===== src/rtl/fetch_stall_ctrl_if.sv =====
// Fetch-side hazard bus: stall/flush requests and imem data in, pipeline state and counters out.
interface fetch_stall_ctrl_if #(
  parameter int unsigned N     = 64,
  parameter int unsigned CNT_W = 32
);
  logic             stall;
  logic             flush;
  logic [N-1:0]     branch_target;
  logic [31:0]      imem_instr;
  logic [N-1:0]     IF_pc;
  logic [N-1:0]     ID_pc;
  logic [31:0]      ID_instr;
  logic             ID_valid;
  logic             EX_bubble;
  logic [CNT_W-1:0] stall_count;
  logic [CNT_W-1:0] flush_count;
  logic             stall_err;

  // Environment side: hazard unit, branch resolver and instruction memory.
  modport master (
    output stall, flush, branch_target, imem_instr,
    input  IF_pc, ID_pc, ID_instr, ID_valid, EX_bubble, stall_count, flush_count, stall_err
  );

  // Controller side.
  modport slave (
    input  stall, flush, branch_target, imem_instr,
    output IF_pc, ID_pc, ID_instr, ID_valid, EX_bubble, stall_count, flush_count, stall_err
  );
endinterface


===== src/rtl/fetch_stall_ctrl.sv =====
// PC and IF/ID register owner: sequences flush > stall > run, keeps saturating
// perf counters and a sticky watchdog for runaway stalls.
module fetch_stall_ctrl #(
  parameter int unsigned N         = 64,
  parameter logic [N-1:0] RESET_PC = '0,
  parameter int unsigned CNT_W     = 32,
  parameter int unsigned MAX_STALL = 2
) (
  input logic              clk,
  input logic              reset,
  fetch_stall_ctrl_if.slave bus
);

  // Consecutive-stall counter only needs to reach MAX_STALL+1, where it saturates.
  localparam int unsigned SW = $clog2(MAX_STALL + 2);
  localparam logic [SW-1:0] ConsecSat   = SW'(MAX_STALL + 1);
  localparam logic [SW-1:0] ConsecLimit = SW'(MAX_STALL);

  logic [N-1:0]     r_if_pc;
  logic [N-1:0]     r_id_pc;
  logic [31:0]      r_id_instr;
  logic             r_id_valid;
  logic [CNT_W-1:0] r_stall_count;
  logic [CNT_W-1:0] r_flush_count;
  logic             r_stall_err;
  logic [SW-1:0]    r_consec;

  logic w_flush;
  logic w_stall_eff;

  assign w_flush     = bus.flush;
  assign w_stall_eff = bus.stall & ~bus.flush;

  // Pipeline registers, counters and watchdog; flush has priority over stall.
  always_ff @(posedge clk or negedge reset) begin
    if (!reset) begin
      r_if_pc       <= RESET_PC;
      r_id_pc       <= '0;
      r_id_instr    <= '0;
      r_id_valid    <= 1'b0;
      r_stall_count <= '0;
      r_flush_count <= '0;
      r_stall_err   <= 1'b0;
      r_consec      <= '0;
    end else if (w_flush) begin
      r_if_pc    <= bus.branch_target;
      r_id_pc    <= '0;
      r_id_instr <= '0;
      r_id_valid <= 1'b0;
      r_consec   <= '0;
      if (r_flush_count != {CNT_W{1'b1}}) r_flush_count <= r_flush_count + 1'b1;
    end else if (w_stall_eff) begin
      if (r_stall_count != {CNT_W{1'b1}}) r_stall_count <= r_stall_count + 1'b1;
      if (r_consec != ConsecSat) r_consec <= r_consec + 1'b1;
      // This stall pushes the run length past the limit.
      if (r_consec >= ConsecLimit) r_stall_err <= 1'b1;
    end else begin
      r_if_pc    <= r_if_pc + N'(4);
      r_id_pc    <= r_if_pc;
      r_id_instr <= bus.imem_instr;
      r_id_valid <= 1'b1;
      r_consec   <= '0;
    end
  end

  // Bubble must reach ID/EX in the same cycle as the request.
  always_comb begin
    bus.EX_bubble = bus.flush | bus.stall;
  end

  assign bus.IF_pc       = r_if_pc;
  assign bus.ID_pc       = r_id_pc;
  assign bus.ID_instr    = r_id_instr;
  assign bus.ID_valid    = r_id_valid;
  assign bus.stall_count = r_stall_count;
  assign bus.flush_count = r_flush_count;
  assign bus.stall_err   = r_stall_err;

endmodule


===== src/flat_wrapper.sv =====
// flat-port wrapper written by rule: the top's interface ports become plain ports
module fetch_stall_ctrl_flat 
#(
  parameter int unsigned N         = 64,
  parameter logic [N-1:0] RESET_PC = '0,
  parameter int unsigned CNT_W     = 32,
  parameter int unsigned MAX_STALL = 2
)
  (clk, reset, bus_stall, bus_flush, bus_branch_target, bus_imem_instr, bus_IF_pc, bus_ID_pc, bus_ID_instr, bus_ID_valid, bus_EX_bubble, bus_stall_count, bus_flush_count, bus_stall_err);
  fetch_stall_ctrl_if #(.N(N), .CNT_W(CNT_W)) bus_i ();
  input logic clk;
  input logic reset;
  input wire logic [$bits(bus_i.stall)-1:0] bus_stall;
  input wire logic [$bits(bus_i.flush)-1:0] bus_flush;
  input wire logic [$bits(bus_i.branch_target)-1:0] bus_branch_target;
  input wire logic [$bits(bus_i.imem_instr)-1:0] bus_imem_instr;
  output wire logic [$bits(bus_i.IF_pc)-1:0] bus_IF_pc;
  output wire logic [$bits(bus_i.ID_pc)-1:0] bus_ID_pc;
  output wire logic [$bits(bus_i.ID_instr)-1:0] bus_ID_instr;
  output wire logic [$bits(bus_i.ID_valid)-1:0] bus_ID_valid;
  output wire logic [$bits(bus_i.EX_bubble)-1:0] bus_EX_bubble;
  output wire logic [$bits(bus_i.stall_count)-1:0] bus_stall_count;
  output wire logic [$bits(bus_i.flush_count)-1:0] bus_flush_count;
  output wire logic [$bits(bus_i.stall_err)-1:0] bus_stall_err;
  assign bus_i.stall = bus_stall;
  assign bus_i.flush = bus_flush;
  assign bus_i.branch_target = bus_branch_target;
  assign bus_i.imem_instr = bus_imem_instr;
  assign bus_IF_pc = bus_i.IF_pc;
  assign bus_ID_pc = bus_i.ID_pc;
  assign bus_ID_instr = bus_i.ID_instr;
  assign bus_ID_valid = bus_i.ID_valid;
  assign bus_EX_bubble = bus_i.EX_bubble;
  assign bus_stall_count = bus_i.stall_count;
  assign bus_flush_count = bus_i.flush_count;
  assign bus_stall_err = bus_i.stall_err;
  fetch_stall_ctrl #(.N(N), .RESET_PC(RESET_PC), .CNT_W(CNT_W), .MAX_STALL(MAX_STALL)) u_core (.clk(clk), .reset(reset), .bus(bus_i));
endmodule

===== config.mk =====
export PLATFORM = sky130hd
export DESIGN_NAME = fetch_stall_ctrl_flat
export DESIGN_NICKNAME = d
export VERILOG_FILES = /design/src/rtl/fetch_stall_ctrl_if.sv /design/src/rtl/fetch_stall_ctrl.sv /design/src/flat_wrapper.sv
export SDC_FILE = /design/constraint.sdc
export NUM_CORES = 1
export LEC_CHECK = 0
export ABC_AREA = 1
export CAP_MARGIN = 20
export CORE_MARGIN = 1.5
export CORE_UTILIZATION = 50
export CTS_BUF_LIST = sky130_fd_sc_hd__clkbuf_4
export DETAILED_ROUTE_END_ITERATION = 8
export PLACE_DENSITY = 0.82
export SLEW_MARGIN = 5
export SYNTH_ARGS = -nofsm -noshare
export SYNTH_HDL_FRONTEND = slang
export SYNTH_SLANG_ARGS = --single-unit

===== constraint.sdc =====
create_clock -name clk -period 4.3 [get_ports clk]
set_clock_uncertainty 0.1 [all_clocks]
set_input_delay 0.86 -clock clk [delete_from_list [all_inputs] [get_ports clk]]
set_output_delay 0.86 -clock clk [all_outputs]
set_load 0.03 [all_outputs]

==> flow_summary.rst, run 1 <==
.. list-table::
   :header-rows: 1

   * - Metric
     - Value
   * - DR iter-0 viols
     - about 1.3k
   * - Root buffer cell
     - sky130_fd_sc_hd__clkbuf_4
   * - Number of synthesized flops with an enable pin
     - 0
   * - Final weighted congestion of routability-driven global placement
     - 0.965
   * - Combinational share of power
     - 25.1%
   * - Leakage dissipation
     - 7.58 nW
   * - Class of the most critical hold timing path
     - input port to asynchronous set/reset pin
   * - Core box area
     - 25,000 µm²
   * - Count of maximum capacitance violations
     - 0
   * - Family with the most delay on the worst path
     - buffers and inverters
   * - Global routing usage summed across all routing layers
     - 32.8%
   * - Routed Antenna Nets
     - 0
   * - Clock insertion delay at the later pin of the skew report
     - 0.72 ns
   * - Library cell occupying the most area in the post-synthesis netlist
     - sky130_fd_sc_hd__dfrtp_1
   * - Die Width
     - 162 µm
   * - Endpoints failing hold
     - 0
   * - Peak-usage layer in the global routing report
     - met2
   * - First-pass DRT Iterations
     - 5
   * - Port Buffers
     - 326
   * - Post-synthesis cell type count
     - 42
   * - Top FF cell, synth
     - sky130_fd_sc_hd__dfrtp_1
   * - Gates resized, CTS repair
     - 0
   * - Buf/Inv on CP
     - 1
   * - Count of pins on the block boundary
     - 327
   * - Hold_buf cts
     - 0
   * - Filler cell count in the final layout
     - ~2.2k
   * - GRT Residual Overflow
     - 0
   * - Number of standard cells in the layout, taps in and fillers out
     - 2,412
   * - Count of standard-cell rows
     - 58
   * - Post-synthesis average cell area
     - 7.47 µm²
   * - Unrepaired setup endpoints after global routing
     - false
   * - Synthesized netlist net count
     - 1,807
   * - CP Cell Sequence
     - clkdlybuf4s50_1
   * - Final number of setup-violating endpoints
     - 0
   * - Cell area after synthesis
     - 12,700 µm²
   * - Met1 usage in global routing
     - a little over two fifths
   * - Global-route wire length before repair
     - ~68 mm
   * - Largest net degree at the start of global routing
     - 109
   * - Cell internal power dissipation
     - 3.83 mW
   * - Share of synthesized area occupied by flip-flops and latches
     - between 40% and 50%
   * - Area grow syn2layout
     - 33.5%
   * - Multi-input gate area
     - ~6000 µm²
   * - Ratio of final minimum period to clock period
     - 68.9%
   * - Post-route DRC
     - 0
   * - Maximum VDD drop
     - 0.227 mV
   * - Share of flip-flops with an asynchronous set or reset after synthesis
     - 100%
   * - Clock network fraction of total power
     - 31.3%
   * - Number of storage elements in the synthesis netlist
     - 228
   * - Number of buffers inserted by post-CTS setup repair
     - 0
   * - Number of antenna violations at the first check in global routing
     - 2
   * - Share of power burned in registers
     - 43.6%
   * - Final-stage net count
     - around 2.1k
   * - FF+latch area
     - roughly 5700 µm²
   * - Outcome
     - complete, no violations
   * - Yosys Warn Count
     - 0
   * - Critical Setup Path Class
     - register to output port
   * - Proportion of layout cells with a drive suffix above 1
     - 7.65%
   * - Top post-synthesis cells by count
     - 546 x sky130_fd_sc_hd__nand2_1, 228 x sky130_fd_sc_hd__dfrtp_1, 182 x sky130_fd_sc_hd__inv_1
   * - Power density over the cells
     - 345 nW/µm²
   * - Vias per Instance
     - 5.46
   * - Clk slew on worst S/H paths
     - ~0.060 ns
   * - Leading cell type by number of instances after synthesis
     - sky130_fd_sc_hd__nand2_1
   * - Setup crit end kind
     - output port
   * - Largest stage delay on the critical path
     - between 0.8 and 0.9 ns
   * - Sw power
     - 2.03 mW
   * - Grt met2 use
     - 51.7%
   * - Maximum clock path buffer count
     - 3
   * - Met3 usage in global routing
     - roughly 6.3%
   * - Slew of the pin with the lowest slew margin
     - 1.03 ns
   * - Share of the synthesized area in the top cell type
     - 44.9%
   * - Total wirelength of the detailed-routed design
     - between 40 and 50 mm
   * - Instance count of the mapped netlist
     - 1,702
   * - Area enclosed by the die boundary
     - about 26,000 µm²
   * - Max frequency
     - 338 MHz
   * - CP Launch Type
     - register
   * - Worst Path Max Fanout
     - 7
   * - Cell count after placement
     - 2,312
   * - Top area cells in the synthesized netlist
     - sky130_fd_sc_hd__dfrtp_1 45%, sky130_fd_sc_hd__nand2_1 16%, sky130_fd_sc_hd__inv_1 5.4%
   * - Worst path slowest cell
     - sky130_fd_sc_hd__clkdlybuf4s50_1
   * - Die Span Y
     - 162 µm
   * - TritonCTS sink count
     - 228
   * - Routed wirelength normalized by instance count
     - 17.7 µm
   * - Switching share of power
     - approximately a third
   * - TritonCTS clock tree
     - done
   * - Relative slew slack
     - 31.5%
   * - Fin Setup TNS
     - 0 ns
   * - Post-DP HPWL
     - between 30 and 40 mm
   * - Required time at the endpoint of the critical path
     - between 3 and 4 ns
   * - Effective utilization at floorplan
     - about 51%
   * - Final slew viol count
     - 0
   * - Shortest clock period the worst path allows after layout
     - 2.96 ns
   * - Total vias in the final route
     - 13.2k
   * - Number of buffers inserted during clock tree synthesis
     - 59
   * - Worst EP arrival
     - 2.00 ns
   * - Vias in the first global route
     - 13.0k
   * - H-tree levels
     - 2
path summary, 6_finish.rpt:
check,from,to,slack [ns],depth (start not counted)
max in group asynchronous,reset,u_core.bus.stall_count[20],3.07,2
min in group clk,u_core.bus.ID_pc[12],u_core.bus.ID_pc[12],0.38,2
max,u_core.bus.IF_pc[4],bus_IF_pc[4],1.34,1
min reg2reg,u_core.bus.ID_pc[12],u_core.bus.ID_pc[12],0.38,2
min,reset,u_core.bus.flush_count[11],0.14,1
max reg2reg,u_core.bus.flush_count[0],u_core.bus.flush_count[24],2.12,12
logic make-up after synthesis:
group	Yosys count	share of synthesized area [%]
DFF	228	44.9
AOI/OAI and AO/OA	204	9.76
adders and majority gates	5	0.492
xor gates and xnor gates	48	3.31
buffers and inverters	243	7.67
and+or+nand+nor	974	33.9
worst reg2reg max path: stages, from the launching register on:
cell and delay, ns:
sky130_fd_sc_hd__dfrtp_1 0.40, sky130_fd_sc_hd__ha_1 0.23, sky130_fd_sc_hd__inv_1 0.10, sky130_fd_sc_hd__nor2_2 0.19, sky130_fd_sc_hd__inv_1 0.11, sky130_fd_sc_hd__nor2_2 0.13, sky130_fd_sc_hd__inv_1 0.09, sky130_fd_sc_hd__nor2_2 0.14
sky130_fd_sc_hd__nand3_1 0.17, sky130_fd_sc_hd__nor2_1 0.20, sky130_fd_sc_hd__nand2_1 0.08, sky130_fd_sc_hd__nand2_1 0.08, sky130_fd_sc_hd__nand2_1 0.06
cell type report:
| class | count | area share, % |
|---|---|---|
| multi-input cells | 1231 | 35.6 |
| flip-flops and latches | 228 | 33.6 |
| repair buffers | 337 | 20.0 |
| inverters | 186 | 4.11 |
| clock buffers | 91 | 4.03 |
| well taps | 330 | 2.43 |
| clock inverters | 6 | 0.133 |
| diodes | 3 | 0.0442 |
layer usage:
| layer | part of all wire, % | vias up | wire, µm |
|---|---|---|---|
| li1 | - | 6205 | - |
| met1 | 41 | 6202 | 17400 |
| met2 | 46 | 643 | 19800 |
| met3 | 8.4 | 126 | 3580 |
| met4 | 4.6 | 0 | 1980 |
| met5 | 0 | - | 0 |
sequential cells by signal, indices dropped and copies added (netlist names):
register / flops
u_core.bus.IF_pc: 64
u_core.bus.ID_instr: 32
u_core.r_consec: 2
u_core.bus.ID_valid: 1
u_core.bus.stall_err: 1
u_core.bus.ID_pc: 64
u_core.bus.stall_count: 32
u_core.bus.flush_count: 32
stage by stage:
| step | utilization [%] | worst slack (ns) | hold WS [ns] | power (mW) | instance area (µm²) |
|---|---|---|---|---|---|
| 6_report | 67.8 | 1.34 | 0.142 | 5.86 | 17000 |
| 5_1_grt | 67.8 | 1.26 | 0.158 | 6.14 | 17000 |
| 4_1_cts | 67.8 | 1.32 | 0.134 | 5.88 | 17000 |
| 3_5_place_dp | 64.9 | 1.26 | 0.368 | 4.05 | 16300 |
| 3_3_place_gp | 64.9 | 1.32 | 0.359 | 4.02 | 16300 |
| 2_1_floorplan | - | 1.63 | 0.362 | 3.34 | 12700 |
power groups by stage:
stage,Sequential (mW),Combinational [mW],Clock [mW]
after floorplan,2.89,0.446,0
after global placement,2.58,1.44,0
after detailed placement,2.58,1.47,0
after CTS,2.55,1.47,1.86
after global routing,2.58,1.58,1.99
final,2.55,1.47,1.83
layout by cell type (no fill, tap or decap), types with 5 or more instances in the layout:
cell type / count
sky130_fd_sc_hd__a21oi_1: 5
sky130_fd_sc_hd__buf_4: 8
sky130_fd_sc_hd__o2111ai_1: 15
sky130_fd_sc_hd__xnor2_1: 13
sky130_fd_sc_hd__nor2_1: 179
sky130_fd_sc_hd__ha_1: 5
sky130_fd_sc_hd__inv_1: 182
sky130_fd_sc_hd__clkinv_1: 6
sky130_fd_sc_hd__dfrtp_1: 228
sky130_fd_sc_hd__o211ai_1: 7
sky130_fd_sc_hd__nor3_1: 40
sky130_fd_sc_hd__nand3b_1: 20
sky130_fd_sc_hd__o21ai_0: 122
sky130_fd_sc_hd__nor2_4: 11
sky130_fd_sc_hd__o21ai_1: 11
sky130_fd_sc_hd__clkdlybuf4s50_1: 323
sky130_fd_sc_hd__nor2_2: 12
sky130_fd_sc_hd__xor2_1: 35
sky130_fd_sc_hd__nand2_2: 5
sky130_fd_sc_hd__nand3_1: 88
sky130_fd_sc_hd__a22o_1: 32
sky130_fd_sc_hd__nand4_1: 49
sky130_fd_sc_hd__clkbuf_4: 91
sky130_fd_sc_hd__nor3_2: 8
sky130_fd_sc_hd__nand2_1: 546
Note: power is estimated with default switching activity, not from simulation.
==> inputs of run 2 (changes only) <==
--- a/config.mk
+++ b/config.mk
@@ -8,10 +8,10 @@
 export ABC_AREA = 1
 export CAP_MARGIN = 20
 export CORE_MARGIN = 1.5
-export CORE_UTILIZATION = 50
+export CORE_UTILIZATION = 46
 export CTS_BUF_LIST = sky130_fd_sc_hd__clkbuf_4
 export DETAILED_ROUTE_END_ITERATION = 8
-export PLACE_DENSITY = 0.82
+export PLACE_DENSITY = 0.79
 export SLEW_MARGIN = 5
 export SYNTH_ARGS = -nofsm -noshare
 export SYNTH_HDL_FRONTEND = slang
==> constraint.sdc (replaced) <==
create_clock -name clk -period 2.6 [get_ports clk]
set_clock_uncertainty 0.1 [all_clocks]
set_input_delay 0.52 -clock clk [delete_from_list [all_inputs] [get_ports clk]]
set_output_delay 0.52 -clock clk [all_outputs]
set_load 0.03 [all_outputs]
==> run 2 against run 1 <==
Combinational power rose by 67%. Power rose by 67%. Worst hold slack better by 0.0033 ns. Cell area increased by 1.2%. Sequential power up 65%. Count of clock-buffer cells in the layout fell by 2. Non-clock buffer count is 12 higher. Core utilization fell by 4.2 points. Sequential share of layout area is 0.40 points lower. Final cell count rose by 1.5%. Critical path type unchanged. Largest cell class unchanged. Largest power group unchanged.
==> flow_summary.rst, run 2 (synthesized netlist as in run 1, its figures left out) <==
.. list-table::
   :header-rows: 1

   * - Metric
     - Value
   * - Maximum VDD drop
     - 0.260 mV (+15%)
   * - First-pass DRT Iterations
     - 6 (+1)
   * - TritonCTS clock tree
     - done
   * - Required time at the endpoint of the critical path
     - 1.98 ns (-1.36 ns)
   * - Relative slew slack
     - 41.6% (+10 points)
   * - Post-DP HPWL
     - 32.7 mm (+3.7%)
   * - Port Buffers
     - 326 (unchanged)
   * - Post-route DRC
     - 0 (unchanged)
   * - Area of all placed cells without fillers
     - 17,200 µm² (+1.2%)
   * - Commonest non-fill, non-tap cells in the layout
     - 546 x sky130_fd_sc_hd__nand2_1, 309 x sky130_fd_sc_hd__clkdlybuf4s50_1, 228 x sky130_fd_sc_hd__dfrtp_1
   * - Area enclosed by the die boundary
     - 28,600 µm² (+8.5%)
   * - CP Launch Type
     - register
   * - Family with the most delay on the worst path
     - buffers and inverters
   * - Clock insertion delay at the later pin of the skew report
     - 0.69 ns (-0.03 ns)
   * - Count of pins on the block boundary
     - 327 (unchanged)
   * - Shortest clock period the worst path allows after layout
     - between 2 and 3 ns
   * - Global routing usage summed across all routing layers
     - 30.8% (-2.0 points)
   * - Vias in the first global route
     - 12.9k (-0.57%)
   * - Worst EP arrival
     - 1.92 ns (-0.08 ns)
   * - GRT Residual Overflow
     - 0 (unchanged)
   * - Final weighted congestion of routability-driven global placement
     - 0.976 (+1.2%)
   * - Routed wirelength normalized by instance count
     - 18.0 µm (+1.5%)
   * - Count of maximum capacitance violations
     - 0 (unchanged)
   * - Proportion of layout cells with a drive suffix above 1
     - 8.13% (+0.48 points)
   * - Clk slew on worst S/H paths
     - 0.07 ns (about the same)
   * - Setup crit end kind
     - output port
   * - Die Width
     - 169 µm (+4.2%)
   * - Ratio of final minimum period to clock period
     - a little over nine tenths
   * - Number of antenna violations at the first check in global routing
     - 4 (+2)
   * - Largest net degree at the start of global routing
     - 80 (-27%)
   * - Count of standard-cell rows
     - 60 (+3.4%)
   * - Slew of the pin with the lowest slew margin
     - 0.870 ns (-0.157 ns)
   * - Leakage dissipation
     - 7.77 nW (+2.4%)
   * - Power density over the cells
     - 569 nW/µm² (+65%)
   * - Vias per Instance
     - 5.37 (-1.7%)
   * - Final slew viol count
     - 0 (unchanged)
   * - Die Span Y
     - 169 µm (+4.2%)
   * - Total placed instance area
     - 16,400 µm² (+0.90%)
   * - Root buffer cell
     - sky130_fd_sc_hd__clkbuf_4
   * - Global-route wire length before repair
     - 69.6 mm (+1.6%)
   * - Worst-case hold slack
     - 0.145 ns (+0.00330 ns)
   * - Buf/Inv on CP
     - 1 (unchanged)
   * - H-tree levels
     - 2 (unchanged)
   * - TritonCTS sink count
     - 228 (unchanged)
   * - Core box area
     - 27,000 µm² (+7.9%)
   * - Total wirelength of the detailed-routed design
     - 44.0 mm (+3.0%)
   * - Endpoints failing hold
     - 0 (unchanged)
   * - Final-stage net count
     - 2,162 (+0.65%)
   * - Filler cell count in the final layout
     - 2,366 (+9.5%)
   * - Number of buffers inserted by post-CTS setup repair
     - 0 (unchanged)
   * - DR iter-0 viols
     - 1,090 (-16%)
   * - Critical Setup Path Class
     - register to output port
   * - Largest stage delay on the critical path
     - 0.76 ns (-0.05 ns)
   * - Outcome
     - complete, no violations
   * - Leading cell type in the layout, fill and taps excluded
     - sky130_fd_sc_hd__nand2_1
   * - Worst Path Max Fanout
     - 6 (-1)
   * - Final number of setup-violating endpoints
     - 0 (unchanged)
   * - Effective utilization at floorplan
     - 47.0% (-3.7 points)
   * - Class of the most critical hold timing path
     - input port to register
   * - Max frequency
     - 394 MHz
   * - Total vias in the final route
     - 13.1k (-0.20%)
   * - Area grow syn2layout
     - 35.1%
   * - Number of buffers inserted during clock tree synthesis
     - 61 (+3.4%)
   * - Worst path slowest cell
     - sky130_fd_sc_hd__clkdlybuf4s50_1
   * - Routed Antenna Nets
     - 0 (unchanged)
   * - CP Cell Sequence
     - clkdlybuf4s50_1
   * - Maximum clock path buffer count
     - 3 (unchanged)
==> run 2: changes by cell type in the layout (fill, tap and decap cells not counted) <==
cell                              change
sky130_fd_sc_hd__inv_2                +2
sky130_fd_sc_hd__diode_2              +1
sky130_fd_sc_hd__clkinv_1            +12
sky130_fd_sc_hd__dlygate4sd2_1        +9
sky130_fd_sc_hd__clkdlybuf4s50_1     -14
sky130_fd_sc_hd__clkbuf_4             -2
sky130_fd_sc_hd__dlygate4sd3_1        +1
sky130_fd_sc_hd__buf_12               +4
sky130_fd_sc_hd__buf_4                +7
sky130_fd_sc_hd__dlymetal6s2s_1       +5
sky130_fd_sc_hd__clkinv_2             +1
==> run 2: what timing repair did <==
item                                    CTS  global route
gates resized for setup                   9             5
endpoints found under the setup margin    9             5
hold buffers                              1             0
endpoints found under the hold margin    54             0
==> run 2: final timing paths <==
path	to	cells past startpoint	start	slack (ns)
worst min-delay path	u_core.bus.IF_pc[0]	3	bus_flush	0.15
worst max-delay path	bus_IF_pc[23]	1	u_core.bus.IF_pc[23]	0.06
worst min register to register	u_core.bus.ID_pc[12]	2	u_core.bus.ID_pc[12]	0.38
max in group asynchronous	u_core.bus.stall_count[29]	3	reset	1.40
min in group asynchronous	u_core.bus.IF_pc[14]	2	reset	0.27
worst max register to register	u_core.bus.IF_pc[48]	7	u_core.bus.IF_pc[15]	0.33
==> run 2: power breakdown <==
group | internal, mW | switching, mW
Sequential | 3.85 | 0.375
Clock | 1.56 | 1.55
Combinational | 0.936 | 1.51
Total | 6.34 | 3.43
==> run 2: layout make-up <==
type                    instances  area (µm²)  share of cell area, %
multi-input cells            1231        6050                   35.2
inverters                     186         698                   4.07
repair buffers                349        3540                   20.6
flip-flops and latches        228        5710                   33.2
diodes                          4        10.0                 0.0583
clock buffers                  89         668                   3.89
well taps                     341         427                   2.48
clock inverters                21        80.1                  0.466
==> run 2: layer usage <==
| layer | global-route usage (%) | wire length [µm] |
|---|---|---|
| met5 | 0 | 0 |
| met4 | 14.9 | 1990 |
| met3 | 6.18 | 3300 |
| met2 | 48.4 | 20200 |
| met1 | 40.7 | 18600 |
==> run 2: through the flow <==
step,total power [mW],util [%],setup TNS [ns],setup WS [ns],cells
floorplan,5.52,-,0,0.615,1702
global placement,6.68,60.7,0,0.147,2334
detailed placement,6.72,60.7,0,0.134,2334
CTS,9.85,63.5,0,0.00356,2445
global route,10.3,63.5,-0.00812,-0.00812,2449
finish,9.78,63.5,0,0.0618,2449
